$ cat src/rtl/calc_disp_pkg.sv
// Shared types and constants for the calculator display path (bin2bcd_seq, display serializer).
package calc_disp_pkg;

    typedef enum logic [1:0] {
        IDLE,
        SHIFT,
        DONE
    } state_t;

    localparam int unsigned BCD_MAX     = 9999;
    localparam int unsigned BCD_MAX_NEG = 999;
    localparam logic [15:0] OVF_PATTERN = 16'hFFFF;
    localparam logic [3:0]  NEG_NIBBLE  = 4'hA;

endpackage

$ cat src/rtl/dd_nibble_adjust.sv
// Double-dabble correction: adds 3 to every BCD nibble that is 5 or more, nibble-local.
module dd_nibble_adjust (
    input  logic [15:0] din,
    output logic [15:0] dout
);

    always_comb begin
        dout = '0;
        for (int unsigned i = 0; i < 4; i++) begin
            if (din[i*4 +: 4] >= 4'd5)
                dout[i*4 +: 4] = din[i*4 +: 4] + 4'd3;
            else
                dout[i*4 +: 4] = din[i*4 +: 4];
        end
    end

endmodule

$ cat src/rtl/bin2bcd_seq.sv
// Sequential binary-to-BCD converter (double dabble, one bit per clock) feeding the display serializer.
// Optional signed input handling is enabled with `define BIN2BCD_SIGNED_EN.
module bin2bcd_seq
    import calc_disp_pkg::*;
#(
    parameter int unsigned BIN_W = 14
) (
    input  logic             clk,
    input  logic             rst,
    input  logic             start,
    input  logic [BIN_W-1:0] bin_in,
    output logic [15:0]      bcd_out,
    output logic             valid,
    output logic             busy,
    output logic             overflow
);

    localparam int unsigned CNT_W = $clog2(BIN_W + 1);

    state_t             state, state_nx;
    logic [BIN_W-1:0]   shreg;
    logic [15:0]        scratch;
    logic [15:0]        adj;
    logic [15:0]        scratch_sh;
    logic [15:0]        result;
    logic [CNT_W-1:0]   cnt;
    logic               ovf_pending;
    logic [BIN_W-1:0]   mag;
    logic               ovf_in;

`ifdef BIN2BCD_SIGNED_EN
    logic neg_in, neg;

    always_comb begin
        neg_in = bin_in[BIN_W-1];
        mag    = neg_in ? ('0 - bin_in) : bin_in;
        ovf_in = neg_in ? (32'(mag) > BCD_MAX_NEG) : (32'(mag) > BCD_MAX);
    end
`else
    always_comb begin
        mag    = bin_in;
        ovf_in = 32'(bin_in) > BCD_MAX;
    end
`endif

    dd_nibble_adjust u_adj (
        .din  (scratch),
        .dout (adj)
    );

    always_comb begin
        scratch_sh = (adj << 1) | {15'b0, shreg[BIN_W-1]};
`ifdef BIN2BCD_SIGNED_EN
        result = neg ? {NEG_NIBBLE, scratch_sh[11:0]} : scratch_sh;
`else
        result = scratch_sh;
`endif
    end

    // bcd_out is loaded on the edge leaving the last SHIFT so it is new in the DONE cycle, aligned with valid.
    always_ff @(posedge clk) begin
        if (rst) begin
            state       <= IDLE;
            shreg       <= '0;
            scratch     <= '0;
            cnt         <= '0;
            ovf_pending <= 1'b0;
            bcd_out     <= '0;
            overflow    <= 1'b0;
`ifdef BIN2BCD_SIGNED_EN
            neg         <= 1'b0;
`endif
        end else begin
            state <= state_nx;
            case (state)
                IDLE: begin
                    if (start) begin
                        shreg       <= mag;
                        scratch     <= '0;
                        cnt         <= CNT_W'(BIN_W);
                        ovf_pending <= ovf_in;
`ifdef BIN2BCD_SIGNED_EN
                        neg         <= neg_in;
`endif
                    end
                end
                SHIFT: begin
                    scratch <= scratch_sh;
                    shreg   <= shreg << 1;
                    cnt     <= cnt - CNT_W'(1);
                    if (cnt == CNT_W'(1)) begin
                        bcd_out  <= ovf_pending ? OVF_PATTERN : result;
                        overflow <= ovf_pending;
                    end
                end
                default: ;
            endcase
        end
    end

    always_comb begin
        state_nx = state;
        valid    = 1'b0;
        busy     = (state != IDLE);
        case (state)
            IDLE:    if (start) state_nx = SHIFT;
            SHIFT:   if (cnt == CNT_W'(1)) state_nx = DONE;
            DONE: begin
                valid    = 1'b1;
                state_nx = IDLE;
            end
            default: state_nx = IDLE;
        endcase
    end

endmodule

$ cat config.mk
export PLATFORM = sky130hd
export DESIGN_NAME = bin2bcd_seq
export DESIGN_NICKNAME = d
export VERILOG_FILES = /design/src/rtl/calc_disp_pkg.sv /design/src/rtl/dd_nibble_adjust.sv /design/src/rtl/bin2bcd_seq.sv
export SDC_FILE = /design/constraint.sdc
export NUM_CORES = 1
export LEC_CHECK = 0
export BUFFER_PORTS_ARGS = -buffer_cell sky130_fd_sc_hd__buf_4
export CELL_PAD_IN_SITES_DETAIL_PLACEMENT = 2
export CELL_PAD_IN_SITES_GLOBAL_PLACEMENT = 2
export CORE_MARGIN = 3
export CORE_UTILIZATION = 33
export CTS_CLUSTER_DIAMETER = 60
export DETAILED_ROUTE_END_ITERATION = 16
export PLACE_DENSITY_LB_ADDON = 0.2
export SYNTH_ARGS = -nofsm -noshare
export SYNTH_HDL_FRONTEND = slang
export SYNTH_SLANG_ARGS = --single-unit
$ cat constraint.sdc
create_clock -name clk -period 2.2 [get_ports clk]
set_clock_uncertainty 0.2 [all_clocks]
set_input_delay 0.22 -clock clk [delete_from_list [all_inputs] [get_ports clk]]
set_output_delay 0.22 -clock clk [all_outputs]
set_load 0.05 [all_outputs]
==> metrics.md, run 1 <==
| Metric | Value |
|---|---|
| Endpoint required time on the critical path | `2.18 ns` |
| DRC | `0` |
| Die Footprint | `0.00824 mm²` |
| Worst min path class | `primary input to register` |
| Crit path time final | `2.03 ns` |
| Library cell used as clock root buffer | `clkbuf_8` |
| Crit path arrival time | `2.01 ns` |
| Post-Route Utilization | `0.417` |
| Die boundary height | `90.8 µm` |
| Post-synth EDFFs | `0` |
| Vias per cell | `5.13` |
| Area share of the leading cell type in the synthesized netlist | `0.456` |
| Number of standard-cell rows in the floorplan | `30` |
| Yosys warnings | `0` |
| Post-DP HPWL | `4520 µm` |
| Result of the run | `finished clean` |
| Final total negative setup slack | `0 ns` |
| Most used DFF post-synth | `dfxtp_1` |
| Post-Synthesis Cells | `275` |
| Antenna violations before repair | `0` |
| Cell variety after synth | `32` |
| Worst-case setup slack after placement | `0.169 ns` |
| Wire length of the first global-routing pass | `10700 µm` |
| Start point of the critical path | `cnt[0]$_SDFFE_PP0P_` |
| Routed length per instance | `15.6 µm` |
| Worst skew pair latency | `0.30 ns` |
| Met3 demand-to-capacity share in global routing | `0.0333` |
| Synthesized area | `0.00237 mm²` |
| Vias in the first global route | `2198` |
| Setup violation total in the final timing report | `0` |
| Post-route worst hold slack | `0.00907 ns` |
| Antenna diode instance count | `0` |
| Total power density per cell area | `684 mW/mm²` |
| Gpl congestion | `0.711` |
| GR met2 Demand/Resource | `0.305` |
| Layout Area Growth over Synthesis | `20.9%` |
| Fraction of layout instances using a drive strength above 1 | `0.184` |
| Cts bufs inserted | `5` |
| Buffer count from post-CTS setup fixing | `0` |
| Post-detailed-placement cell area | `0.00274 mm²` |
| GRT met1 Usage | `0.180` |
| Detailed-route via count | `2081` |
| Pins Over Slew Limit | `0` |
| Post-placement cell count | `397` |
| Yosys reg bits | `54` |
| Final cell count without fillers | `406` |
| Antenna-violating nets left | `0` |
| Detailed Route Iter0 Violations | `52` |
| Depth of the worst hold-timing path | `3` |
| Top-level port count | `36` |
| Crit Path Category | `register to register` |
| Syn nets | `302` |
| GR Overflow Total | `0` |
| Post-CTS clock slew at the launch and capture registers of the worst setup and hold paths | `0.09 ns` |
| Global routing usage summed across all routing layers | `0.159` |
| Critical Path Fanout Max | `10` |
| Average cell area after synthesis | `8.63 µm²` |
| Count of maximum capacitance violations | `0` |
| Capturing element type of the critical path | `register` |
| Total power consumption of the routed design | `1.96 mW` |
| Worst-case setup margin in the final layout | `0.169 ns` |
| Measured slew at the worst slew-check pin | `0.938 ns` |
| Wire length reported by the detailed router | `6320 µm` |
| Number of hold violations in the final report | `0` |
| Die boundary width | `90.8 µm` |
| Count of input and output buffers | `35` |
| Dominant cell type by area after synthesis | `dfxtp_1` |
| Register area share after synthesis | `0.456` |
| Reg2reg start | `cnt[0]$_SDFFE_PP0P_` |
| Largest vdd supply drop | `0.309 mV` |
| Final design instance area without fill | `0.00287 mm²` |
| Initial core utilization | `0.345` |
| Deepest level of the CTS H-tree | `2` |
| TritonCTS clock tree | `done` |
| Hold path start | `bin_in[3]` |
| Part of the cycle the worst path needs | `0.923` |
| Path depth of the worst reg2reg path | `5` |
| P_leak | `1.04 nW` |
| Nets@finish | `337` |
| Nature of the critical path startpoint | `register` |
| Async set-reset flop share out of synthesis | `0` |
| Fill count | `797` |
| RSZ-0062 raised after global routing | `no` |
| Max_slew headroom | `0.372` |
| Largest net degree at the start of global routing | `28` |
| Sinks on the clock net | `54` |
| Floorplan core area | `0.00687 mm²` |
| Synth area leaders | `dfxtp_1 46%, a21oi_1 6.5%, nand2_1 5.4%` |
| Max Clock Freq | `492 MHz` |
| Pre-antenna DRT Iters | `4` |
| Resized cells post-CTS | `0` |
| Number of buffers between clock root and the deepest sink | `2` |
| Most crowded layer after global routing | `met2` |
==> cells in the mapped netlist (2+ instances only) <==
library cell  count
nand3_1           3
nor3b_1           7
a311oi_1          4
a22oi_1          13
ha_1             10
xnor2_1           4
buf_2             7
a211oi_1         11
a21oi_1          31
nor3_1            4
clkbuf_1          8
nor2b_1           2
o21ai_0          15
mux2_2            4
dfxtp_1          54
nor2_1           28
nand2b_1          6
nor4_1            2
o22a_1            4
inv_1            13
nand2_1          34
==> layer usage <==
| layer | vias up | wire length [µm] | share of wire |
|---|---|---|---|
| met5 | - | 0 | 0 |
| met3 | 8 | 195 | 0.031 |
| met2 | 33 | 3410 | 0.54 |
| li1 | 1025 | - | - |
| met1 | 1015 | 2650 | 0.42 |
| met4 | 0 | 68 | 0.011 |
==> cell type report <==
class | instances | area (µm²) | share of cell area
multi-input cells | 192 | 1170 | 0.408
flip-flops and latches | 54 | 1080 | 0.377
repair buffers | 44 | 335 | 0.117
well taps | 96 | 120 | 0.0419
clock buffers | 6 | 82.6 | 0.0288
inverters | 13 | 48.8 | 0.0170
clock inverters | 1 | 30.0 | 0.0105
==> cell families (layout without fill, tap and decap cells) <==
family	Yosys count	count (layout)	synth area share
AO/OA/AOI/OAI	82	82	0.217
flip-flops	54	54	0.456
adder cells (fa/ha/maj)	10	10	0.0527
multiplexers	4	4	0.0190
XOR/XNOR	5	5	0.0185
buffers and inverters	29	64	0.0512
AND/OR/NAND/NOR	91	91	0.186
==> state kept, by name, summed over array words and instances, names as in the netlist <==
signal	count
bcd_out	16
scratch	16
ovf_pending	1
overflow	1
shreg	14
state	2
cnt	4
==> worst max-delay path: stages, from the launching register on <==
cell and delay [ns]:
dfxtp_1 0.42, ha_1 0.17, or3b_4 0.39, or2_0 0.38
nor2_8 0.25, a211oi_1 0.10
==> cell usage in the layout (no fill, tap or decap) <==
cell	instances
a211oi_1	11
a21oi_1	31
a21oi_2	1
a22o_1	1
a22oi_1	13
a311oi_1	4
buf_4	42
bufinv_16	1
clkbuf_8	6
dfxtp_1	54
dlygate4sd3_1	2
ha_1	10
inv_1	13
mux2_2	4
nand2_1	34
nand2b_1	6
nand3_1	3
nand4b_1	1
nor2_1	28
nor2_8	1
nor2b_1	2
nor3_1	4
nor3b_1	7
nor3b_2	1
nor4_1	2
o21ai_0	15
o22a_1	4
o31a_1	1
o31ai_1	1
or2_0	1
or3b_4	1
xnor2_1	4
xor2_1	1
==> power breakdown <==
group          internal [mW]  switching [mW]
combinational         0.0891           0.152
sequential              1.01          0.0287
clock                  0.365           0.314
total                   1.47           0.494
==> final timing paths <==
kind                                                end  slack [ns]
worst max-delay path            bcd_out[2]$_SDFFE_PP0P_        0.17
worst min-delay path              shreg[3]$_SDFFE_PP0P_       0.009
worst max register to register  bcd_out[2]$_SDFFE_PP0P_        0.17
worst min register to register   shreg[10]$_SDFFE_PP0P_        0.26
==> what timing repair did <==
action,in CTS,in global routing
endpoints found under the hold margin,2,0
setup endpoints to repair,0,0
hold buffers,2,0
Power figures use the tool's default switching activity.
==> run 2, diff against run 1 <==
--- a/config.mk
+++ b/config.mk
@@ -13,6 +13,8 @@
 export CTS_CLUSTER_DIAMETER = 60
 export DETAILED_ROUTE_END_ITERATION = 16
 export PLACE_DENSITY_LB_ADDON = 0.2
+export REMOVE_ABC_BUFFERS = 1
+export SLEW_MARGIN = 5
 export SYNTH_ARGS = -nofsm -noshare
 export SYNTH_HDL_FRONTEND = slang
 export SYNTH_SLANG_ARGS = --single-unit
==> metrics.md, run 2 (synthesized netlist as in run 1, its figures left out) <==
| Metric | Value |
|---|---|
| Antenna diode instance count | `0 (unchanged)` |
| Die Footprint | `0.00824 mm² (unchanged)` |
| DRC | `0 (unchanged)` |
| Routed length per instance | `15.7 µm (was 15.6 µm)` |
| Final total negative setup slack | `0 ns (unchanged)` |
| Total power density per cell area | `661 mW/mm² (was 684 mW/mm²)` |
| Leading cell types in the layout, fill and taps excluded | `54 x dfxtp_1, 44 x buf_4, 34 x nand2_1, 31 x a21oi_1, 28 x nor2_1 (was 54 x dfxtp_1, 42 x buf_4, 34 x nand2_1, 31 x a21oi_1, 28 x nor2_1)` |
| P_leak | `1.09 nW (was 1.04 nW)` |
| Antenna-violating nets left | `0 (unchanged)` |
| Total area of multi-input combinational cells | `0.00117 mm² (unchanged)` |
| Post-Route Utilization | `0.432 (was 0.417)` |
| Fraction of layout instances using a drive strength above 1 | `0.190 (was 0.184)` |
| Largest vdd supply drop | `0.302 mV (was 0.309 mV)` |
| Floorplan core area | `0.00687 mm² (unchanged)` |
| RSZ-0062 raised after global routing | `no (unchanged)` |
| Post-route worst hold slack | `0.0207 ns (was 0.00907 ns)` |
| Fill count | `798 (was 797)` |
| Measured slew at the worst slew-check pin | `0.531 ns (was 0.938 ns)` |
| Wire length reported by the detailed router | `6540 µm (was 6320 µm)` |
| Endpoint required time on the critical path | `2.19 ns (was 2.18 ns)` |
| Detailed Route Iter0 Violations | `34 (was 52)` |
| Initial core utilization | `0.345 (unchanged)` |
| Setup violation total in the final timing report | `0 (unchanged)` |
| Antenna violations before repair | `0 (unchanged)` |
| Proportion of power drawn by combinational gates | `0.134 (was 0.123)` |
| Registers with the highest flip-flop counts | `bcd_out: 16 flops, scratch: 16 flops, shreg: 14 flops (unchanged)` |
| Number of buffers between clock root and the deepest sink | `2 (unchanged)` |
| Top-level port count | `36 (unchanged)` |
| Wire length of the first global-routing pass | `10700 µm (about the same)` |
| Nature of the critical path startpoint | `register (unchanged)` |
| Commonest non-fill, non-tap cell in the layout | `dfxtp_1 (unchanged)` |
| Crit path arrival time | `2.06 ns (was 2.01 ns)` |
| Deepest level of the CTS H-tree | `2 (unchanged)` |
| Crit path time final | `2.06 ns (was 2.03 ns)` |
| Sinks on the clock net | `54 (unchanged)` |
| Pins Over Slew Limit | `0 (unchanged)` |
| GR Overflow Total | `0 (unchanged)` |
| Max_slew headroom | `0.646 (was 0.372)` |
| Total power consumption of the routed design | `1.96 mW (about the same)` |
| Die boundary height | `90.8 µm (unchanged)` |
| Pre-antenna DRT Iters | `4 (unchanged)` |
| Cts bufs inserted | `5 (unchanged)` |
| Cell-internal power | `1.44 mW (was 1.47 mW)` |
| Global routing usage summed across all routing layers | `0.164 (was 0.159)` |
| Worst skew pair latency | `0.31 ns (was 0.30 ns)` |
| Resized cells post-CTS | `0 (unchanged)` |
| Vias in the first global route | `2172 (was 2198)` |
| Layout Area Growth over Synthesis | `25.2% (was 20.9%)` |
| Post-placement cell count | `400 (was 397)` |
| Count of input and output buffers | `35 (unchanged)` |
| Crit Path Category | `register to register (unchanged)` |
| Max Clock Freq | `484 MHz (was 492 MHz)` |
| FF+latch area | `0.00108 mm² (unchanged)` |
| Detailed-route via count | `2140 (was 2081)` |
| Switching power as a share of total power | `0.268 (was 0.252)` |
| Post-DP HPWL | `4590 µm (was 4520 µm)` |
| Final cell count without fillers | `417 (was 406)` |
| Library cell used as clock root buffer | `clkbuf_8 (unchanged)` |
| Part of the cycle the worst path needs | `0.939 (was 0.923)` |
| Die boundary width | `90.8 µm (unchanged)` |
| Number of hold violations in the final report | `0 (unchanged)` |
| Clock network power share | `0.335 (was 0.346)` |
| Worst min path class | `primary input to register (unchanged)` |
| Number of standard-cell rows in the floorplan | `30 (unchanged)` |
| Count of maximum capacitance violations | `0 (unchanged)` |
| Critical Path Fanout Max | `10 (unchanged)` |
| Seq pwr share | `0.531 (about the same)` |
| Post-CTS clock slew at the launch and capture registers of the worst setup and hold paths | `0.10 ns (was 0.09 ns)` |
| Nets@finish | `347 (was 337)` |
| Capturing element type of the critical path | `register (unchanged)` |
| Vias per cell | `5.13 (about the same)` |
| TritonCTS clock tree | `done (unchanged)` |
| Largest net degree at the start of global routing | `32 (was 28)` |
| Result of the run | `finished clean (unchanged)` |
| Net switching power of the design | `525 µW (was 494 µW)` |
| Gpl congestion | `0.783 (was 0.711)` |
run 2: timing repair:
| action | CTS | global route |
|---|---|---|
| hold endpoints to repair | 9 | 0 |
| hold buffers | 9 | 0 |
| setup buffers | 0 | 0 |
run 2: final timing paths:
check | cells past startpoint | slack [ns] | to | startpoint
max reg2reg | 5 | 0.14 | bcd_out[2]$_SDFFE_PP0P_ | cnt[0]$_SDFFE_PP0P_
min | 3 | 0.02 | shreg[12]$_SDFFE_PP0P_ | bin_in[12]
max | 5 | 0.14 | bcd_out[2]$_SDFFE_PP0P_ | cnt[0]$_SDFFE_PP0P_
min reg2reg | 2 | 0.26 | shreg[2]$_SDFFE_PP0P_ | shreg[2]$_SDFFE_PP0P_
run 2: layout make-up:
class	count	area share
Multi-Input combinational cell	192	0.394
Sequential cell	54	0.364
Timing Repair Buffer	54	0.148
Tap cell	96	0.0404
Clock buffer	8	0.0371
Inverter	13	0.0164
run 2: routing by layer:
metal	GRT usage	vias up	share of wire
met5	0	-	0
met4	0.0603	0	0.015
met3	0.0333	7	0.026
met2	0.301	29	0.52
met1	0.185	1061	0.44
li1	-	1043	-
run 2: metrics by stage:
| step | instance area (µm²) | setup slack [ns] |
|---|---|---|
| 6_report | 2970 | 0.135 |
| 4_1_cts | 2970 | 0.123 |
| 5_1_grt | 2970 | 0.0213 |
| 2_1_floorplan | 2300 | 0.0672 |
| 3_3_place_gp | 2770 | 0.241 |
| 3_5_place_dp | 2770 | 0.160 |
run 2: worst max-delay path: stages (launching register included):
cell	delay, ns
dfxtp_1	0.43
ha_1	0.18
or3b_4	0.40
or2_0	0.39
nor2_8	0.24
a211oi_1	0.10
run 2: power by group through the flow:
stage	clock network [mW]	logic [mW]	registers, mW
after floorplan	0	0.114	1.08
after global placement	0	0.244	1.06
after detailed placement	0	0.251	1.06
after CTS	0.685	0.267	1.04
after global routing	0.726	0.291	1.05
final	0.659	0.263	1.04
==> run 3, diff against run 2 <==
--- a/config.mk
+++ b/config.mk
@@ -13,6 +13,7 @@
 export CTS_CLUSTER_DIAMETER = 60
 export DETAILED_ROUTE_END_ITERATION = 16
 export PLACE_DENSITY_LB_ADDON = 0.2
+export RECOVER_POWER = 25
 export REMOVE_ABC_BUFFERS = 1
 export SLEW_MARGIN = 5
 export SYNTH_ARGS = -nofsm -noshare
==> metrics.md, run 3 (synthesized netlist as in run 1, its figures left out) <==
| Metric | Value |
|---|---|
| Result of the run | `finished clean (unchanged)` |
| Max_slew headroom | `0.593 (was 0.646)` |
| Registers with the highest flip-flop counts | `bcd_out: 16 flops, scratch: 16 flops, shreg: 14 flops (unchanged)` |
| Start point of the critical path | `cnt[0]$_SDFFE_PP0P_ (unchanged)` |
| Wire length of the first global-routing pass | `10700 µm (unchanged)` |
| Die boundary height | `90.8 µm (unchanged)` |
| Depth of the critical timing path with buffers and inverters included | `5 (unchanged)` |
| Total power density per cell area | `674 mW/mm² (was 661 mW/mm²)` |
| Number of hold violations in the final report | `0 (unchanged)` |
| Post-DP HPWL | `4590 µm (unchanged)` |
| Vias in the first global route | `2172 (unchanged)` |
| CP max stage cell | `dfxtp_1 (unchanged)` |
| Top-level port count | `36 (unchanged)` |
| Slowest Stage Delay on Critical Path | `0.43 ns (about the same)` |
| Part of the cycle the worst path needs | `0.938 (was 0.939)` |
| Largest net degree at the start of global routing | `32 (unchanged)` |
| Reg-to-reg critical path endpoint | `bcd_out[14]$_SDFFE_PP0P_ (was bcd_out[2]$_SDFFE_PP0P_)` |
| Worst-case hold path end point | `shreg[12]$_SDFFE_PP0P_ (unchanged)` |
| Die Footprint | `0.00824 mm² (unchanged)` |
| Layout Area Growth over Synthesis | `22.4% (was 25.2%)` |
| Reg2Reg Setup Slack | `0.14 ns (about the same)` |
| Post-route worst hold slack | `0.0206 ns (was 0.0207 ns)` |
| Antenna-violating nets left | `0 (unchanged)` |
| Reg2reg start | `cnt[0]$_SDFFE_PP0P_ (unchanged)` |
| P_leak | `1.01 nW (was 1.09 nW)` |
| Buffer count from post-CTS setup fixing | `0 (unchanged)` |
| Met3 demand-to-capacity share in global routing | `0.0333 (unchanged)` |
| Number of buffer and inverter stages on the critical path | `0 (unchanged)` |
| Count of maximum capacitance violations | `0 (unchanged)` |
| Crit-path cells | `ha_1 > or3b_4 > or2_0 > nor2_8 > a211oi_1 (unchanged)` |
| Path depth of the worst reg2reg path | `5 (unchanged)` |
| Number of standard-cell rows in the floorplan | `30 (unchanged)` |
| Library cell used as clock root buffer | `clkbuf_8 (unchanged)` |
| Nature of the critical path startpoint | `register (unchanged)` |
| Largest vdd supply drop | `0.303 mV (was 0.302 mV)` |
| Commonest non-fill, non-tap cell in the layout | `dfxtp_1 (unchanged)` |
| Critical Path Fanout Max | `10 (unchanged)` |
| Hold path start | `bin_in[12] (unchanged)` |
| Resized cells post-CTS | `0 (unchanged)` |
| Worst-case setup margin in the final layout | `0.136 ns (was 0.135 ns)` |
| Pre-antenna DRT Iters | `4 (unchanged)` |
| Worst min path class | `primary input to register (unchanged)` |
| Leading cell types in the layout, fill and taps excluded | `54 x dfxtp_1, 34 x nand2_1, 31 x a21oi_1, 28 x nor2_1, 26 x buf_4 (was 54 x dfxtp_1, 44 x buf_4, 34 x nand2_1, 31 x a21oi_1, 28 x nor2_1)` |
| GR Overflow Total | `0 (unchanged)` |
| Capturing element type of the critical path | `register (unchanged)` |
| Measured slew at the worst slew-check pin | `0.613 ns (was 0.531 ns)` |
| Number of buffers between clock root and the deepest sink | `2 (unchanged)` |
| Total power consumption of the routed design | `1.96 mW (about the same)` |
| Post-CTS clock slew at the launch and capture registers of the worst setup and hold paths | `0.10 ns (about the same)` |
| Setup violation total in the final timing report | `0 (unchanged)` |
| Sinks on the clock net | `54 (unchanged)` |
| Detailed Route Iter0 Violations | `30 (was 34)` |
| Cts bufs inserted | `5 (unchanged)` |
| Crit path arrival time | `2.05 ns (was 2.06 ns)` |
| Die boundary width | `90.8 µm (unchanged)` |
| Routed length per instance | `15.7 µm (about the same)` |
| Detailed-route via count | `2142 (was 2140)` |
| Antenna diode instance count | `0 (unchanged)` |
| GRT met1 Usage | `0.185 (unchanged)` |
| DRC | `0 (unchanged)` |
| Fraction of layout instances using a drive strength above 1 | `0.134 (was 0.190)` |
| Worst skew pair latency | `0.31 ns (about the same)` |
| Nets@finish | `347 (unchanged)` |
| Max Clock Freq | `484 MHz (about the same)` |
| Deepest level of the CTS H-tree | `2 (unchanged)` |
| TritonCTS clock tree | `done (unchanged)` |
| Worst-case setup slack after placement | `0.160 ns (unchanged)` |
| Depth of the worst hold-timing path | `3 (unchanged)` |
| Count of hold buffers inserted by post-cts repair | `9 (unchanged)` |
| RSZ-0062 raised after global routing | `no (unchanged)` |
| Floorplan core area | `0.00687 mm² (unchanged)` |
| Gpl congestion | `0.783 (unchanged)` |
| Wire length reported by the detailed router | `6540 µm (about the same)` |
| Endpoint required time on the critical path | `2.19 ns (about the same)` |
| Most crowded layer after global routing | `met2 (unchanged)` |
| Vias per cell | `5.14 (was 5.13)` |
| Count of input and output buffers | `35 (unchanged)` |
| Crit path time final | `2.06 ns (about the same)` |
| Crit Path Category | `register to register (unchanged)` |
| Final total negative setup slack | `0 ns (unchanged)` |
| Initial core utilization | `0.345 (unchanged)` |
| Pins Over Slew Limit | `0 (unchanged)` |
| Global routing usage summed across all routing layers | `0.164 (unchanged)` |
| Antenna violations before repair | `0 (unchanged)` |
| Kind of cell with the highest combined delay on the critical path | `simple AND/OR/NAND/NOR gates (unchanged)` |
| GR met2 Demand/Resource | `0.301 (unchanged)` |
[run 3: cell count changes in the layout (fill, tap and decap cells not counted), sizes merged]
cell / previous run / this run
clkbuf: 8 / 26
buf: 45 / 27
[run 3: worst max path at each step]
stage,endpoint
2_1_floorplan,bcd_out[11]$_SDFFE_PP0P_
3_3_place_gp,bcd_out[6]$_SDFFE_PP0P_
3_5_place_dp,bcd_out[10]$_SDFFE_PP0P_
4_1_cts,bcd_out[14]$_SDFFE_PP0P_
5_1_grt,bcd_out[10]$_SDFFE_PP0P_
6_report,bcd_out[14]$_SDFFE_PP0P_
[run 3: tightest hold or removal path, delay by kind of cell]
family | cells | cell delay, ns
compound gates | 2 | 0.19
buf+inv | 1 | 0.09
[run 3: stage by stage]
stage / utilization / area [µm²] / std cells
floorplan: - / 2300 / 259
global placement: 0.403 / 2770 / 400
detailed placement: 0.403 / 2770 / 400
CTS: 0.432 / 2970 / 417
global route: 0.423 / 2900 / 417
finish: 0.423 / 2900 / 417
[run 3: power breakdown]
| part | leakage, nW | internal [mW] | switching (mW) |
|---|---|---|---|
| combinational | 0.513 | 0.0981 | 0.158 |
| clock | 0.0575 | 0.319 | 0.340 |
| sequential | 0.439 | 1.01 | 0.0276 |
| total | 1.01 | 1.43 | 0.525 |
[run 3: cell type report]
type / count / area, µm²
Fill cell: 813 / 3970
Multi-Input combinational cell: 192 / 1170
Sequential cell: 54 / 1080
Timing Repair Buffer: 54 / 373
Tap cell: 96 / 120
Clock buffer: 8 / 110
Inverter: 13 / 48.8
[run 3: metal layers]
layer  routed length (µm)  share of wire
met2                 3430           0.52
met4                   95          0.015
met5                    0              0
met3                  169          0.026
met1                 2850           0.44
